==> src/rtl/radix2_butterfly_pipe_pkg.sv <==
// bfly_pkg: shared widths, complex type and output reduce helpers.
// Build macro BFLY_SAT_EN makes sat_or_wrap clamp instead of wrap.
package bfly_pkg;

  localparam int DW_DEF = 16;
  localparam int TW_DEF = 16;
  localparam int PW = DW_DEF + TW_DEF + 1;
  localparam int SW = DW_DEF + 3;
  localparam int ROUND_C = 2 ** (TW_DEF - 2);

  typedef struct packed {
    logic signed [DW_DEF-1:0] re;
    logic signed [DW_DEF-1:0] im;
  } cplx_t;

  function automatic logic signed [63:0] lim_hi(
    input int dw
  );
    return (64'sd1 <<< (dw - 1)) - 64'sd1;
  endfunction

  function automatic logic signed [63:0] lim_lo(
    input int dw
  );
    return -(64'sd1 <<< (dw - 1));
  endfunction

  function automatic logic out_of_range(
    input logic signed [63:0] v,
    input int dw
  );
    return (v > lim_hi(dw)) || (v < lim_lo(dw));
  endfunction

  function automatic logic signed [63:0] sat_or_wrap(
    input logic signed [63:0] v,
    input int dw
  );
`ifdef BFLY_SAT_EN
    if (v > lim_hi(dw)) return lim_hi(dw);
    if (v < lim_lo(dw)) return lim_lo(dw);
    return v;
`else
    return (v <<< (64 - dw)) >>> (64 - dw);
`endif
  endfunction

endpackage

==> src/rtl/radix2_butterfly_pipe_if.sv <==
// Butterfly input/output bundle with valid/ready on both sides.
// master drives operands and out_ready; slave is the butterfly.
interface radix2_butterfly_pipe_if #(
  parameter int DW = 16,
  parameter int TW = 16
);
  logic in_valid;
  logic in_ready;
  logic signed [DW-1:0] a_re;
  logic signed [DW-1:0] a_im;
  logic signed [DW-1:0] b_re;
  logic signed [DW-1:0] b_im;
  logic signed [TW-1:0] w_re;
  logic signed [TW-1:0] w_im;
  logic inv;
  logic scale;
  logic out_valid;
  logic out_ready;
  logic signed [DW-1:0] y0_re;
  logic signed [DW-1:0] y0_im;
  logic signed [DW-1:0] y1_re;
  logic signed [DW-1:0] y1_im;
  logic ovf;

  modport master (
    output in_valid, a_re, a_im, b_re, b_im,
    output w_re, w_im, inv, scale, out_ready,
    input  in_ready, out_valid,
    input  y0_re, y0_im, y1_re, y1_im, ovf
  );

  modport slave (
    input  in_valid, a_re, a_im, b_re, b_im,
    input  w_re, w_im, inv, scale, out_ready,
    output in_ready, out_valid,
    output y0_re, y0_im, y1_re, y1_im, ovf
  );
endinterface

==> src/rtl/radix2_butterfly_pipe_cmul.sv <==
// cmul_pipe: 2-stage complex multiply t = B*W (or B*conj(W)),
// partial products in S1, combine and round half-up in S2.
module cmul_pipe
  import bfly_pkg::*;
#(
  parameter int DW = DW_DEF,
  parameter int TW = TW_DEF
) (
  input  logic clk,
  input  logic rst_n,
  input  logic en,
  input  logic signed [DW-1:0] b_re,
  input  logic signed [DW-1:0] b_im,
  input  logic signed [TW-1:0] w_re,
  input  logic signed [TW-1:0] w_im,
  input  logic inv,
  output logic signed [DW+1:0] t_re,
  output logic signed [DW+1:0] t_im
);

  localparam int P_W = DW + TW + 1;
  localparam logic signed [P_W-1:0] RND =
    P_W'(64'sd1 <<< (TW - 2));

  logic signed [TW:0] wr;
  logic signed [TW:0] wx;
  logic signed [TW:0] wi;
  logic signed [P_W-1:0] pr_rr;
  logic signed [P_W-1:0] pr_ii;
  logic signed [P_W-1:0] pr_ri;
  logic signed [P_W-1:0] pr_ir;
  logic signed [P_W-1:0] s_re;
  logic signed [P_W-1:0] s_im;
  logic signed [P_W-1:0] sh_re;
  logic signed [P_W-1:0] sh_im;

  // One extra bit so negating -2^(TW-1) stays exact.
  assign wr = $signed({w_re[TW-1], w_re});
  assign wx = $signed({w_im[TW-1], w_im});
  assign wi = inv ? -wx : wx;

  assign s_re = pr_rr - pr_ii + RND;
  assign s_im = pr_ri + pr_ir + RND;
  assign sh_re = s_re >>> (TW - 1);
  assign sh_im = s_im >>> (TW - 1);

  always_ff @(posedge clk or negedge rst_n) begin
    if (!rst_n) begin
      pr_rr <= '0;
      pr_ii <= '0;
      pr_ri <= '0;
      pr_ir <= '0;
      t_re  <= '0;
      t_im  <= '0;
    end else if (en) begin
      pr_rr <= b_re * wr;
      pr_ii <= b_im * wi;
      pr_ri <= b_re * wi;
      pr_ir <= b_im * wr;
      t_re  <= sh_re[DW+1:0];
      t_im  <= sh_im[DW+1:0];
    end
  end

endmodule

==> src/rtl/radix2_butterfly_pipe.sv <==
// Radix-2 DIT butterfly, 3 stages, stall freezes the whole pipe.
// Build macro BFLY_SAT_EN: saturate outputs (default wraps).
module radix2_butterfly_pipe
  import bfly_pkg::*;
#(
  parameter int DW = DW_DEF,
  parameter int TW = TW_DEF
) (
  input logic clk,
  input logic rst_n,
  radix2_butterfly_pipe_if.slave bus
);

  localparam int S_W = DW + 3;
  localparam logic signed [S_W-1:0] ONE = 1;

  logic en;
  logic v1, v2, v3;
  logic sc1, sc2;
  logic signed [DW-1:0] a1_re, a1_im;
  logic signed [DW-1:0] a2_re, a2_im;
  logic signed [DW+1:0] t_re, t_im;
  logic signed [S_W-1:0] r [4];
  logic signed [63:0] q [4];
  logic nxt_ovf;
  logic signed [DW-1:0] y0_re, y0_im, y1_re, y1_im;
  logic ovf_r;

  assign en = !v3 || bus.out_ready;
  assign bus.in_ready  = en;
  assign bus.out_valid = v3;
  assign bus.y0_re = y0_re;
  assign bus.y0_im = y0_im;
  assign bus.y1_re = y1_re;
  assign bus.y1_im = y1_im;
  assign bus.ovf   = ovf_r;

  cmul_pipe #(
    .DW(DW),
    .TW(TW)
  ) u_cmul (
    .clk  (clk),
    .rst_n(rst_n),
    .en   (en),
    .b_re (bus.b_re),
    .b_im (bus.b_im),
    .w_re (bus.w_re),
    .w_im (bus.w_im),
    .inv  (bus.inv),
    .t_re (t_re),
    .t_im (t_im)
  );

  function automatic logic signed [S_W-1:0] scl(
    input logic signed [S_W-1:0] v,
    input logic sc
  );
    return sc ? (v + ONE) >>> 1 : v;
  endfunction

  always_comb begin
    r[0] = scl(S_W'(a2_re) + S_W'(t_re), sc2);
    r[1] = scl(S_W'(a2_im) + S_W'(t_im), sc2);
    r[2] = scl(S_W'(a2_re) - S_W'(t_re), sc2);
    r[3] = scl(S_W'(a2_im) - S_W'(t_im), sc2);
    nxt_ovf = 1'b0;
    for (int k = 0; k < 4; k++) begin
      q[k] = sat_or_wrap(64'(r[k]), DW);
      nxt_ovf = nxt_ovf | out_of_range(64'(r[k]), DW);
    end
  end

  always_ff @(posedge clk or negedge rst_n) begin
    if (!rst_n) begin
      v1    <= 1'b0;
      v2    <= 1'b0;
      v3    <= 1'b0;
      sc1   <= 1'b0;
      sc2   <= 1'b0;
      a1_re <= '0;
      a1_im <= '0;
      a2_re <= '0;
      a2_im <= '0;
      y0_re <= '0;
      y0_im <= '0;
      y1_re <= '0;
      y1_im <= '0;
      ovf_r <= 1'b0;
    end else if (en) begin
      v1    <= bus.in_valid;
      sc1   <= bus.scale;
      a1_re <= bus.a_re;
      a1_im <= bus.a_im;
      v2    <= v1;
      sc2   <= sc1;
      a2_re <= a1_re;
      a2_im <= a1_im;
      v3    <= v2;
      y0_re <= q[0][DW-1:0];
      y0_im <= q[1][DW-1:0];
      y1_re <= q[2][DW-1:0];
      y1_im <= q[3][DW-1:0];
      ovf_r <= nxt_ovf;
    end
  end

endmodule

==> src/flat_wrapper.sv <==
// flat-port wrapper written by rule: the top's interface ports become plain ports
module radix2_butterfly_pipe_flat import bfly_pkg::*;
#(
  parameter int DW = DW_DEF,
  parameter int TW = TW_DEF
)
  (clk, rst_n, bus_in_valid, bus_a_re, bus_a_im, bus_b_re, bus_b_im, bus_w_re, bus_w_im, bus_inv, bus_scale, bus_out_ready, bus_in_ready, bus_out_valid, bus_y0_re, bus_y0_im, bus_y1_re, bus_y1_im, bus_ovf);
  radix2_butterfly_pipe_if #(.DW(DW), .TW(TW)) bus_i ();
  input logic clk;
  input logic rst_n;
  input wire logic [$bits(bus_i.in_valid)-1:0] bus_in_valid;
  input wire logic [$bits(bus_i.a_re)-1:0] bus_a_re;
  input wire logic [$bits(bus_i.a_im)-1:0] bus_a_im;
  input wire logic [$bits(bus_i.b_re)-1:0] bus_b_re;
  input wire logic [$bits(bus_i.b_im)-1:0] bus_b_im;
  input wire logic [$bits(bus_i.w_re)-1:0] bus_w_re;
  input wire logic [$bits(bus_i.w_im)-1:0] bus_w_im;
  input wire logic [$bits(bus_i.inv)-1:0] bus_inv;
  input wire logic [$bits(bus_i.scale)-1:0] bus_scale;
  input wire logic [$bits(bus_i.out_ready)-1:0] bus_out_ready;
  output wire logic [$bits(bus_i.in_ready)-1:0] bus_in_ready;
  output wire logic [$bits(bus_i.out_valid)-1:0] bus_out_valid;
  output wire logic [$bits(bus_i.y0_re)-1:0] bus_y0_re;
  output wire logic [$bits(bus_i.y0_im)-1:0] bus_y0_im;
  output wire logic [$bits(bus_i.y1_re)-1:0] bus_y1_re;
  output wire logic [$bits(bus_i.y1_im)-1:0] bus_y1_im;
  output wire logic [$bits(bus_i.ovf)-1:0] bus_ovf;
  assign bus_i.in_valid = bus_in_valid;
  assign bus_i.a_re = bus_a_re;
  assign bus_i.a_im = bus_a_im;
  assign bus_i.b_re = bus_b_re;
  assign bus_i.b_im = bus_b_im;
  assign bus_i.w_re = bus_w_re;
  assign bus_i.w_im = bus_w_im;
  assign bus_i.inv = bus_inv;
  assign bus_i.scale = bus_scale;
  assign bus_i.out_ready = bus_out_ready;
  assign bus_in_ready = bus_i.in_ready;
  assign bus_out_valid = bus_i.out_valid;
  assign bus_y0_re = bus_i.y0_re;
  assign bus_y0_im = bus_i.y0_im;
  assign bus_y1_re = bus_i.y1_re;
  assign bus_y1_im = bus_i.y1_im;
  assign bus_ovf = bus_i.ovf;
  radix2_butterfly_pipe #(.DW(DW), .TW(TW)) u_core (.clk(clk), .rst_n(rst_n), .bus(bus_i));
endmodule
==> config.mk <==
export PLATFORM = sky130hd
export DESIGN_NAME = radix2_butterfly_pipe_flat
export DESIGN_NICKNAME = d
export VERILOG_FILES = /design/src/rtl/radix2_butterfly_pipe_pkg.sv /design/src/rtl/radix2_butterfly_pipe_if.sv /design/src/rtl/radix2_butterfly_pipe_cmul.sv /design/src/rtl/radix2_butterfly_pipe.sv /design/src/flat_wrapper.sv
export SDC_FILE = /design/constraint.sdc
export NUM_CORES = 2
export LEC_CHECK = 0
export CORE_MARGIN = 5
export CORE_UTILIZATION = 60
export DETAILED_ROUTE_END_ITERATION = 6
export HOLD_SLACK_MARGIN = 0.15
export PLACE_DENSITY = 0.88
export SYNTH_ARGS = -nofsm -noshare
export SYNTH_HDL_FRONTEND = slang
export SYNTH_SLANG_ARGS = --single-unit
==> constraint.sdc <==
create_clock -name clk -period 9.66 [get_ports clk]
set_input_delay 1.932 -clock clk [delete_from_list [all_inputs] [get_ports clk]]
set_output_delay 1.932 -clock clk [all_outputs]
set_load 0.1 [all_outputs]
# == Word-level counts from Yosys, hierarchy flattened ==
# Cells that the tools add are included.
# Widths: inputs -> output; s select.
# totals
out_inout_bits,67
regBits,302
inputBits,102
# op_classes
add_sub_neg,13
order_cmp,8
n_bitwise,3
mux,5
reduce_logical,6
n_mul,4
# ops
op,count
$add 19x2->19 const B,4
$gt 19x16->1 const B,4
$lt 19x16->1 const B,4
$mux 19,4
$add 33x16->33 const B,2
$mul 16x17->33,2
$mul 16x16->32,2
$add 16x18->19,2
$sub 16x18->19,2
$add 33x33->33,1
$sub 33x33->33,1
$mux 17,1
$neg 16->17,1
$logic_or 1x1->1,5
$or 1x1->1,3
$logic_not 1->1,1

# == Depth between registers and ports, before layout ==
# logic_depth
depth_word,8
depth_mapped,36
mapped_depth_nobuf,34

# == Cells and area by module ==
# From an unflattened synthesis, not the netlist that was laid out.
# unflattened
cells_unflattened,6949
hier_area_um2,61903.1
# modules_own_cells
mod,n_inst,area_per_inst_um2,cells_per_inst
cmul_pipe,1,50001.7,5415
radix2_butterfly_pipe,1,11901.4,1534

# == Worst setup path after synthesis ==
# OpenSTA, ideal clock, no wires.
# synth_timing
path_type,input to register
startpoint,input bus_w_im[0]
endpoint,register u_core.u_cmul.pr_ri[31]
setup_slack_ns,-0.038
arrival_ns,9.511
required_time_ns,9.473
path_stages,32
cell_sequence,clkbuf_1 > inv_1 > ha_1 > inv_1 > or4_1 > nor2_1 > nand2_1 > o31a_1 > xor2_1 > clkbuf_1 > nand2_1 > fa_1 > fa_1 > fa_1 > inv_1 > fa_1 > fa_1 > inv_1 > fa_1 > inv_1 > ha_1 > a21o_1 > a21oi_1 > nor2_1 > a311o_1 > o41ai_1 > o22ai_1 > o41ai_1 > o21bai_1 > o21ai_1 > xor2_1 > a21oi_1
# synth_via
elab_chain_len,3
# synth_rtl
element,line_no,source
from (decl),flat_wrapper.sv:17,input wire logic [$bits(bus_i.w_im)-1:0] bus_w_im;
$neg 16->17,radix2_butterfly_pipe_cmul.sv:40,assign wi = inv ? -wx : wx;
$mux 17 (*),radix2_butterfly_pipe_cmul.sv:40,
$mul 16x17->33 (*),radix2_butterfly_pipe_cmul.sv:58,pr_ri <= b_re * wi;
to (signal assigned),radix2_butterfly_pipe_cmul.sv:58,
to (decl),radix2_butterfly_pipe_cmul.sv:30,logic signed [P_W-1:0] pr_ri;
# Every way passes the cells marked *; elsewhere a longest branch is shown, timed or not.
# A chain may end at the register's enable or synchronous reset.

# == Final worst setup path ==
# Same ends and word-level chain as after synthesis.

==> impl_metrics.yaml <==
critical_path:
  required_ps: 10060
  cpMostUsedCell: "fa_1"
  end_kind: "flop"
  r2r_slack_ps: 4970
  cpPeakStageDelay_ps: 540
  timing.rr.start: "u_core.u_cmul.t_re[2]"
  arrival_ps: 9850
  worstReg2RegEnd: "u_core.bus.ovf"
  r2r_cells: 14
  crit_slowest_cell: "or4_4"
  cp_max_fo: 15
  crit_type: "input pin to flop"
  crit_path_start_kind: "input pin"
global_route:
  grt_usage: 0.309
  antenna_found_initial: 5
  grt_max_degree: 216
  grt_pass1_wl_um: 268000
  grt_pass1_vias: 51600
  gr-total-overflow: 0
sta:
  relSlewSlack: 0.243
  hold_viol: 0
  final_max_slew_viol_count: 0
  setup_viol: 0
  max_freq_ghz: 0.106
  skew_ps: 24.1
  finalCritPeriodShare: 0.979
  whs_ps: 467
  tightest_slew_ps: 1130
  rsz0062_at_grt: "yes"
  post-route-min-period_ps: 9450
logic_synthesis:
  avgSynthCellArea_um2: 8.77
  synth.distinct_cells: 103
  syn-cell-area_mm2: 0.0603
  synth_fp_nets: 8586
  ys_async_sr_fraction: 1.00
  synth_area_leader_cell: "fa_1"
  yosysWarnings: 0
  ys_ff_latch: 300
  synth_top_area_share: 0.359
  ys_top_cells_by_area: "fa_1 (36%), dfrtp_1 (12%), ha_1 (11%)"
  synth_ff_type: "dfrtp_1"
  synth_edf_count: 0
  syn_inst: 6873
  ys_seq_area_frac: 0.125
routing:
  topRoutingLayerUsed: "met5"
  wl_um: 165000
  drt-initial-drc-count: 3912
  drc: 0
  via_count: 48700
  wl_met2_um: 78800
  met3WireLength_um: 15100
  vias_per_cell: 5.81
  wl_met1_um: 63000
  drtAntennaViolNets: 0
  dr.pass1.iters: 6
  wl_per_cell_um: 19.7
cells_and_area:
  layout-drive-gt1-share: 0.0616
  syn_to_final_growth_pct: 9.83
  final_nets: 8763
  design_area_mm2: 0.0662
clocking:
  clkSinkCount: 300
  clk_pin_slew_ps: 60
  clock_tree.root_cell: "clkbuf_16"
  ctsLongestPathBuffers: 3
  clk_latency_ps: 570
  cts_max_level: 2
  cts_tree: "built"
  cts_buffers: 34
worst_hold_path:
  min_path_type: "flop to flop"
  hold_path_end: "u_core.a1_re[5]"
  hp-start: "u_core.a1_re[5]"
  holdPathStages: 2
die:
  start_util: 0.604
  die_area_mm2: 0.107
  top_level_ports: 169
  die_x_um: 327
  die_height_um: 327
  rows: 116
  core-area_mm2: 0.0999
run_status:
  status: "complete, no violations"
run:
  maxCapViolations: 0
placement:
  place.port_buffers: 168
  place_hpwl_um: 134000
  gp_congestion: 0.960
  dpl_cell_area_mm2: 0.0648
[Yosys cell counts, types with 28 or more instances]
master       n
a211oi_1    39
xor2_1      80
a21o_1      77
fa_1      1080
clkbuf_1   287
nand2b_1    71
a21oi_1    257
o21bai_1    31
o31ai_1     37
o21ai_0    204
and2_1     455
dfrtp_1    300
o21a_1      28
nor2_1     287
ha_1       531
xnor2_1    166
nand2_1   1025
nor3_1      55
inv_1     1365
nor2b_1     35
a31oi_1     34
nand3_1     61
[cell families after synthesis]
family,count (synthesis),synth area share
AOI/OAI and AO/OA,903,0.0979
DFF,300,0.125
adders and majority gates,1611,0.469
and+or+nand+nor,2124,0.165
xor gates and xnor gates,248,0.0363
buffers and inverters,1674,0.105
muxes,13,0.00218
[registers in the layout (all words and copies together), names as in the netlist, 16 cells and up]
| register | flops |
|---|---|
| u_core.u_cmul.t_im | 18 |
| u_core.a1_im | 16 |
| u_core.bus.y1_im | 16 |
| u_core.a2_re | 16 |
| u_core.bus.y1_re | 16 |
| u_core.bus.y0_re | 16 |
| u_core.u_cmul.pr_rr | 32 |
| u_core.u_cmul.pr_ir | 32 |
| u_core.a1_re | 16 |
| u_core.bus.y0_im | 16 |
| u_core.u_cmul.pr_ri | 33 |
| u_core.u_cmul.pr_ii | 33 |
| u_core.a2_im | 16 |
| u_core.u_cmul.t_re | 18 |
[worst max-delay path by stage]
stage / startpoint / end / slack [ps] / cells past startpoint
after CTS: bus_w_im[3] / u_core.u_cmul.pr_ri[31] / 20 / 32
after floorplan: bus_w_im[0] / u_core.u_cmul.pr_ri[31] / 110 / 32
after detailed placement: bus_w_im[3] / u_core.u_cmul.pr_ri[31] / -530 / 32
after global routing: bus_w_im[2] / u_core.u_cmul.pr_ri[32] / -100 / 34
final: bus_w_im[0] / u_core.u_cmul.pr_ri[31] / 210 / 33
after global placement: bus_w_im[3] / u_core.u_cmul.pr_ri[31] / -340 / 32
[stage by stage]
step / util / cells / setup slack (ps) / TNS (ps)
finish: 0.663 / 8378 / 206 / 0
global placement: 0.649 / 8312 / -345 / -1890
detailed placement: 0.649 / 8312 / -534 / -6450
CTS: 0.660 / 8373 / 23.6 / 0
global route: 0.663 / 8375 / -104 / -475
floorplan: - / 6873 / 107 / 0
[what timing repair did]
action,4_1_cts,5_1_grt
setup endpoints to repair,0,21
buffers inserted,0,0
hold buffers,0,0
resized for setup,0,42
[area by class of cell]
cell class	count	area, um^2
well taps	1298	1620
diodes	5	12.5
multi-input cells	4899	46800
repair buffers	448	4010
clock inverters	11	126
clock buffers	50	991
inverters	1367	5140
fillers	7566	33700
flip-flops and latches	300	7510
[cells in the final DEF, fill, tap and decap left out, drive strengths merged, types with 211 or more instances in the layout]
cell,instances
buf,281
o21ai,211
a21oi,259
nor2,288
inv,1368
and2,456
fa,1080
ha,531
dfrtp,300
nand2,1026
[critical path, delay by kind of cell]
family                   cells  cell delay (ps)
adder cells (fa/ha/maj)      8             3450
AO/OA/AOI/OAI               10             2180
buffers and inverters        9             1230
AND/OR/NAND/NOR              4              760
XOR/XNOR                     2              270
[routing by layer]
layer  up-vias  global-route usage
met5         -                   0
met4         2               0.118
met3       552              0.0690
met2      2268               0.517
met1     24300               0.396
li1      21600                   -
Power is left out: the tool's default activity adds up to more than one toggle a clock period on the data nets, which glitch-free logic cannot reach.
